$ cat config.mk
export PLATFORM = sky130hd
export DESIGN_NAME = vehicle_sensor_if_flat
export DESIGN_NICKNAME = d
export VERILOG_FILES = /design/src/rtl/vehicle_sensor_if_if.sv /design/src/rtl/vehicle_sensor_if.sv /design/src/flat_wrapper.sv
export SDC_FILE = /design/constraint.sdc
export NUM_CORES = 1
export LEC_CHECK = 0
export BUFFER_PORTS_ARGS = -buffer_cell sky130_fd_sc_hd__buf_2
export CORE_MARGIN = 5
export CORE_UTILIZATION = 45
export CTS_CLUSTER_DIAMETER = 100
export CTS_CLUSTER_SIZE = 25
export DETAILED_ROUTE_END_ITERATION = 7
export GPL_TIMING_DRIVEN = 0
export PLACE_DENSITY = 0.7
export SLEW_MARGIN = 10
export SYNTH_ARGS = -nofsm -noshare
export SYNTH_HDL_FRONTEND = slang
export SYNTH_SLANG_ARGS = --single-unit
$ cat constraint.sdc
create_clock -name CLOCK -period 2.6 [get_ports CLOCK]
set_input_delay 0.65 -clock CLOCK [delete_from_list [all_inputs] [get_ports CLOCK]]
set_output_delay 0.65 -clock CLOCK [all_outputs]
set_load 0.05 [all_outputs]
$ cat src/rtl/vehicle_sensor_if_if.sv
// Signal bundle between the loop-detector front end and the sensor-mode controller.
// The slave modport is the front end; the master modport is the controller/stimulus side.
interface vehicle_sensor_if_if;
    logic       enable_sensor_mode;
    logic       CAR_RAW;
    logic       S0;
    logic       count_clr;
    logic       SET_srl;
    logic       car_waiting;
    logic [3:0] car_count;

    modport master (
        output enable_sensor_mode,
        output CAR_RAW,
        output S0,
        output count_clr,
        input  SET_srl,
        input  car_waiting,
        input  car_count
    );

    modport slave (
        input  enable_sensor_mode,
        input  CAR_RAW,
        input  S0,
        input  count_clr,
        output SET_srl,
        output car_waiting,
        output car_count
    );
endinterface

$ cat src/rtl/vehicle_sensor_if.sv
// Side-street vehicle detector: synchronize and debounce the loop input, raise one
// SET_srl per controller service cycle, then hold off before re-arming.
//
// state      | meaning
// IDLE       | armed, waiting for a synchronized vehicle sample
// QUAL       | counting consecutive high samples
// FIRE       | one-cycle service request, count the vehicle
// WAIT_START | request issued, controller still at rest
// SERVING    | controller has left rest, waiting for it to return
// HOLDOFF    | dead time after service before re-arming
module vehicle_sensor_if #(
    parameter int DEBOUNCE_CYCLES = 4,
    parameter int HOLDOFF_CYCLES  = 8
) (
    input logic                 CLOCK,
    input logic                 RESET,
    vehicle_sensor_if_if.slave  bus
);
    localparam int CNT_MAX = ((DEBOUNCE_CYCLES > HOLDOFF_CYCLES) ? DEBOUNCE_CYCLES : HOLDOFF_CYCLES) - 1;
    localparam int CNT_W   = (CNT_MAX < 2) ? 1 : $clog2(CNT_MAX + 1);
    localparam logic [CNT_W-1:0] DEB_LAST = CNT_W'(DEBOUNCE_CYCLES - 1);
    localparam logic [CNT_W-1:0] HO_LAST  = CNT_W'(HOLDOFF_CYCLES - 1);

    typedef enum logic [2:0] {
        IDLE       = 3'd0,
        QUAL       = 3'd1,
        FIRE       = 3'd2,
        WAIT_START = 3'd3,
        SERVING    = 3'd4,
        HOLDOFF    = 3'd5
    } state_t;

    state_t           state, state_next;
    logic [CNT_W-1:0] cnt, cnt_next;
    logic             sync1, car_s;
    logic [3:0]       car_count;
    logic             fire_inc;

    always_ff @(posedge CLOCK or posedge RESET) begin
        if (RESET) begin
            sync1 <= 1'b0;
            car_s <= 1'b0;
        end else begin
            sync1 <= bus.CAR_RAW;
            car_s <= sync1;
        end
    end

    always_ff @(posedge CLOCK or posedge RESET) begin
        if (RESET) begin
            state <= IDLE;
            cnt   <= '0;
        end else begin
            state <= state_next;
            cnt   <= cnt_next;
        end
    end

    always_comb begin
        state_next = state;
        cnt_next   = cnt;
        if (!bus.enable_sensor_mode) begin
            state_next = IDLE;
            cnt_next   = '0;
        end else begin
            case (state)
                IDLE: begin
                    if (car_s) begin
                        state_next = QUAL;
                        cnt_next   = CNT_W'(1);
                    end
                end
                QUAL: begin
                    if (!car_s) begin
                        state_next = IDLE;
                        cnt_next   = '0;
                    end else if (cnt == DEB_LAST) begin
                        state_next = FIRE;
                    end else begin
                        cnt_next = cnt + CNT_W'(1);
                    end
                end
                FIRE: state_next = WAIT_START;
                WAIT_START: begin
                    if (!bus.S0) state_next = SERVING;
                end
                SERVING: begin
                    if (bus.S0) begin
                        state_next = HOLDOFF;
                        cnt_next   = '0;
                    end
                end
                HOLDOFF: begin
                    // car_s deliberately ignored; a lingering vehicle re-qualifies from IDLE
                    if (cnt == HO_LAST) begin
                        state_next = IDLE;
                        cnt_next   = '0;
                    end else begin
                        cnt_next = cnt + CNT_W'(1);
                    end
                end
                default: begin
                    state_next = IDLE;
                    cnt_next   = '0;
                end
            endcase
        end
    end

    assign fire_inc = (state == FIRE) && bus.enable_sensor_mode;

    // A clear coinciding with a request still counts that vehicle.
    always_ff @(posedge CLOCK or posedge RESET) begin
        if (RESET) begin
            car_count <= 4'd0;
        end else if (bus.count_clr) begin
            car_count <= fire_inc ? 4'd1 : 4'd0;
        end else if (fire_inc && (car_count != 4'd15)) begin
            car_count <= car_count + 4'd1;
        end
    end

    assign bus.SET_srl     = (state == FIRE);
    assign bus.car_waiting = (state == FIRE) || (state == WAIT_START) || (state == SERVING);
    assign bus.car_count   = car_count;
endmodule

$ cat src/flat_wrapper.sv
// flat-port wrapper written by rule: the top's interface ports become plain ports
module vehicle_sensor_if_flat 
#(
    parameter int DEBOUNCE_CYCLES = 4,
    parameter int HOLDOFF_CYCLES  = 8
)
  (CLOCK, RESET, bus_enable_sensor_mode, bus_CAR_RAW, bus_S0, bus_count_clr, bus_SET_srl, bus_car_waiting, bus_car_count);
  vehicle_sensor_if_if bus_i ();
  input logic CLOCK;
  input logic RESET;
  input wire logic [$bits(bus_i.enable_sensor_mode)-1:0] bus_enable_sensor_mode;
  input wire logic [$bits(bus_i.CAR_RAW)-1:0] bus_CAR_RAW;
  input wire logic [$bits(bus_i.S0)-1:0] bus_S0;
  input wire logic [$bits(bus_i.count_clr)-1:0] bus_count_clr;
  output wire logic [$bits(bus_i.SET_srl)-1:0] bus_SET_srl;
  output wire logic [$bits(bus_i.car_waiting)-1:0] bus_car_waiting;
  output wire logic [$bits(bus_i.car_count)-1:0] bus_car_count;
  assign bus_i.enable_sensor_mode = bus_enable_sensor_mode;
  assign bus_i.CAR_RAW = bus_CAR_RAW;
  assign bus_i.S0 = bus_S0;
  assign bus_i.count_clr = bus_count_clr;
  assign bus_SET_srl = bus_i.SET_srl;
  assign bus_car_waiting = bus_i.car_waiting;
  assign bus_car_count = bus_i.car_count;
  vehicle_sensor_if #(.DEBOUNCE_CYCLES(DEBOUNCE_CYCLES), .HOLDOFF_CYCLES(HOLDOFF_CYCLES)) u_core (.CLOCK(CLOCK), .RESET(RESET), .bus(bus_i));
endmodule
==> results.py <==
metrics = {
    "logic_synthesis": {
        "synth_edf_count": 0,
        "synth_cell_types": 38,
        "synth.avg_cell_area_sq_um": 9.85,
        "synthArstFlopShare_pct": 100,
        "synth_largest_area_cell": "dfrtp_1",
        "yosysMostFrequentCell": "dfrtp_1",
        "netlist_instances": 80,
        "ys_top_cells_by_area": "dfrtp_1, ha_1, nand2b_1",
        "syn-num-nets": 90,
        "yosys-top-cells-count": "dfrtp_1, nand2b_1, inv_1",
        "synth-seq-cells": 12,
        "netlist_area_sq_um": 788,
        "synth_seq_area_share_pct": 38.1,
        "ys_warn_count": 0,
        "synth_flop_cell": "dfrtp_1",
        "synth_top_area_share_pct": 38.1,
    },
    "cts": {
        "postCtsHoldBufs": 0,
        "clkSlewWorstSetupHoldPaths_ns": 0.07,
        "h-tree-depth": 1,
        "cts_tree": "done",
        "numCtsBuffers": 3,
        "cts_root_buffer": "clkbuf_4",
        "cts_buffer_depth": 2,
        "clk_latency_ns": 0.27,
        "cts_resized": 0,
        "clock-sinks": 12,
        "cts_setup_buffers": 0,
    },
    "setup_path": {
        "reg2reg_slack_ns": 0.81,
        "crit_end": "bus_SET_srl",
        "cp-end-kind": "primary output",
        "r2r_cells": 5,
        "reg2reg_to": "u_core.cnt[1]",
        "cp-startpoint": "u_core.state[2]",
        "critPathLaunchType": "flip-flop",
        "crit_fanout": 10,
        "worstReg2RegStart": "u_core.cnt[0]",
        "critPathMaxStageDelay_ns": 0.44,
        "cp_data_required_time_ns": 1.95,
        "crit_type": "reg -> out",
        "path_cells": "buf_6 -> nand2b_1 -> nor2_1 -> buf_2",
        "arrival_ns": 1.41,
        "worst_path_max_delay_cell": "dfrtp_1",
    },
    "sta": {
        "rsz0062_at_grt": "no",
        "finClkSkew_ns": 0.00492,
        "hold_slack_ns": 0.352,
        "worst_slack_ns": 0.538,
        "maxSlewViolCount": 0,
        "min_period_over_period_pct": 79.3,
        "worstMarginPinSlew_ns": 0.447,
        "fmax_ghz": 0.485,
        "setup_viol": 0,
        "slew_headroom_pct": 70.2,
        "fin_crit_ns": 2.06,
        "finalHoldViolCount": 0,
        "setup_tns_ns": 0,
    },
    "placed_design": {
        "place_ws_ns": 0.767,
        "globalplace.congestion": 0.811,
        "dp_cells": 107,
        "hpwl_mm": 1.14,
        "portBuffers": 10,
    },
    "detailed_routing": {
        "top_layer": "met4",
        "wl_per_cell_microns": 13.5,
        "ant_nets": 0,
        "routed-via-count": 655,
        "drc": 0,
        "wl_met2_microns": 712,
        "wl_met1_microns": 728,
        "drt_iter0_markers": 12,
        "wl_met3_microns": 55,
        "dr.pass1.iters": 4,
        "detail_route.vias_per_cell": 5.90,
        "wirelength_mm": 1.50,
    },
    "pwr": {
        "p_leak_uw": 0.000444,
        "irDropWorstVdd_mv": 0.376,
        "power.density_nw_per_um2": 465,
    },
    "floorplanning": {
        "die_width_microns": 51.9,
        "dieArea_sq_um": 2690,
        "io_pins": 12,
        "rows": 15,
        "core_sq_um": 1690,
        "die_h_microns": 51.9,
        "start_util_pct": 46.7,
    },
    "global_route": {
        "grt_start_max_net_pins": 13,
        "antenna_found_initial": 0,
        "grt_pass1_vias": 630,
        "grt.overflow.total": 0,
        "grt_pass1_wl_mm": 2.73,
        "track_usage_pct": 13.5,
    },
    "final_layout": {
        "final_util_pct": 53.0,
        "drive_gt1_share_pct": 26.6,
        "syn_to_final_growth_pct": 13.7,
        "diodes": 0,
        "final_cells": 111,
        "layout.nets": 105,
    },
    "status": {
        "outcome": "complete, no violations",
    },
    "hold_path": {
        "hold_class": "reg -> reg",
    },
    "job": {
        "cap_violations": 0,
    },
}
[sequential cells by signal (all words and copies together) (netlist names)]
name	count
u_core.sync1	1
u_core.state	3
u_core.bus.car_count	4
u_core.car_s	1
u_core.cnt	3
[how the worst min path moves through the flow]
stage | cells past startpoint | start | to
floorplan | 0 | u_core.sync1 | u_core.car_s
global placement | 0 | u_core.sync1 | u_core.car_s
detailed placement | 0 | u_core.sync1 | u_core.car_s
CTS | 0 | u_core.sync1 | u_core.car_s
global route | 0 | u_core.sync1 | u_core.car_s
finish | 0 | u_core.sync1 | u_core.car_s
[logic make-up after synthesis]
family,after synthesis,share of synthesized area (%)
fa+ha+maj,4,6.35
buf+inv,10,6.35
mux,3,4.29
compound gates,21,20.5
simple gates,30,24.4
flops,12,38.1
[metal layers]
| layer | vias up | global-route usage [%] |
|---|---|---|
| met2 | 9 | 22.2 |
| met1 | 319 | 16.8 |
| met3 | 2 | 5.16 |
| met5 | - | 0 |
| met4 | 0 | 2.18 |
| li1 | 325 | - |
[worst max-delay path: cells and delay by family, from the launching register on]
kind	cells	cell delay, ns
buffers and inverters	2	0.43
flip-flops	1	0.44
AND/OR/NAND/NOR	2	0.27
[placed cells by master, fill, tap and decap left out, drive strengths merged, types with 3 or more instances in the layout]
cell / Yosys / layout
a21oi: 4 / 4
buf: 5 / 15
clkbuf: 0 / 4
dfrtp: 12 / 12
ha: 4 / 4
inv: 5 / 5
mux2: 3 / 3
nand2: 3 / 3
nand2b: 6 / 6
nor2: 4 / 4
nor2b: 3 / 3
o21ai: 3 / 3
[stage by stage]
step                power (uW)  cell area, sq um
global route               439               896
CTS                        422               896
global placement           276               860
floorplan                  259               788
detailed placement         277               860
finish                     417               896
[final cells by class]
type | count | area [sq um]
fill | 154 | 793
clock buffer | 4 | 36.3
tap | 17 | 21.3
timing repair buffer | 10 | 50.0
sequential | 12 | 300
multi-input combinational | 58 | 438
buffer | 5 | 31.3
inverter | 5 | 18.8
[power breakdown]
part	switching (uW)	leakage (uW)	internal [uW]	total (uW)
Sequential	8.37	0.000160	194	203
Combinational	40.7	0.000263	30.7	71.4
Clock	57.8	0.0000210	85.0	143
Note: power is estimated with default switching activity, not from simulation.
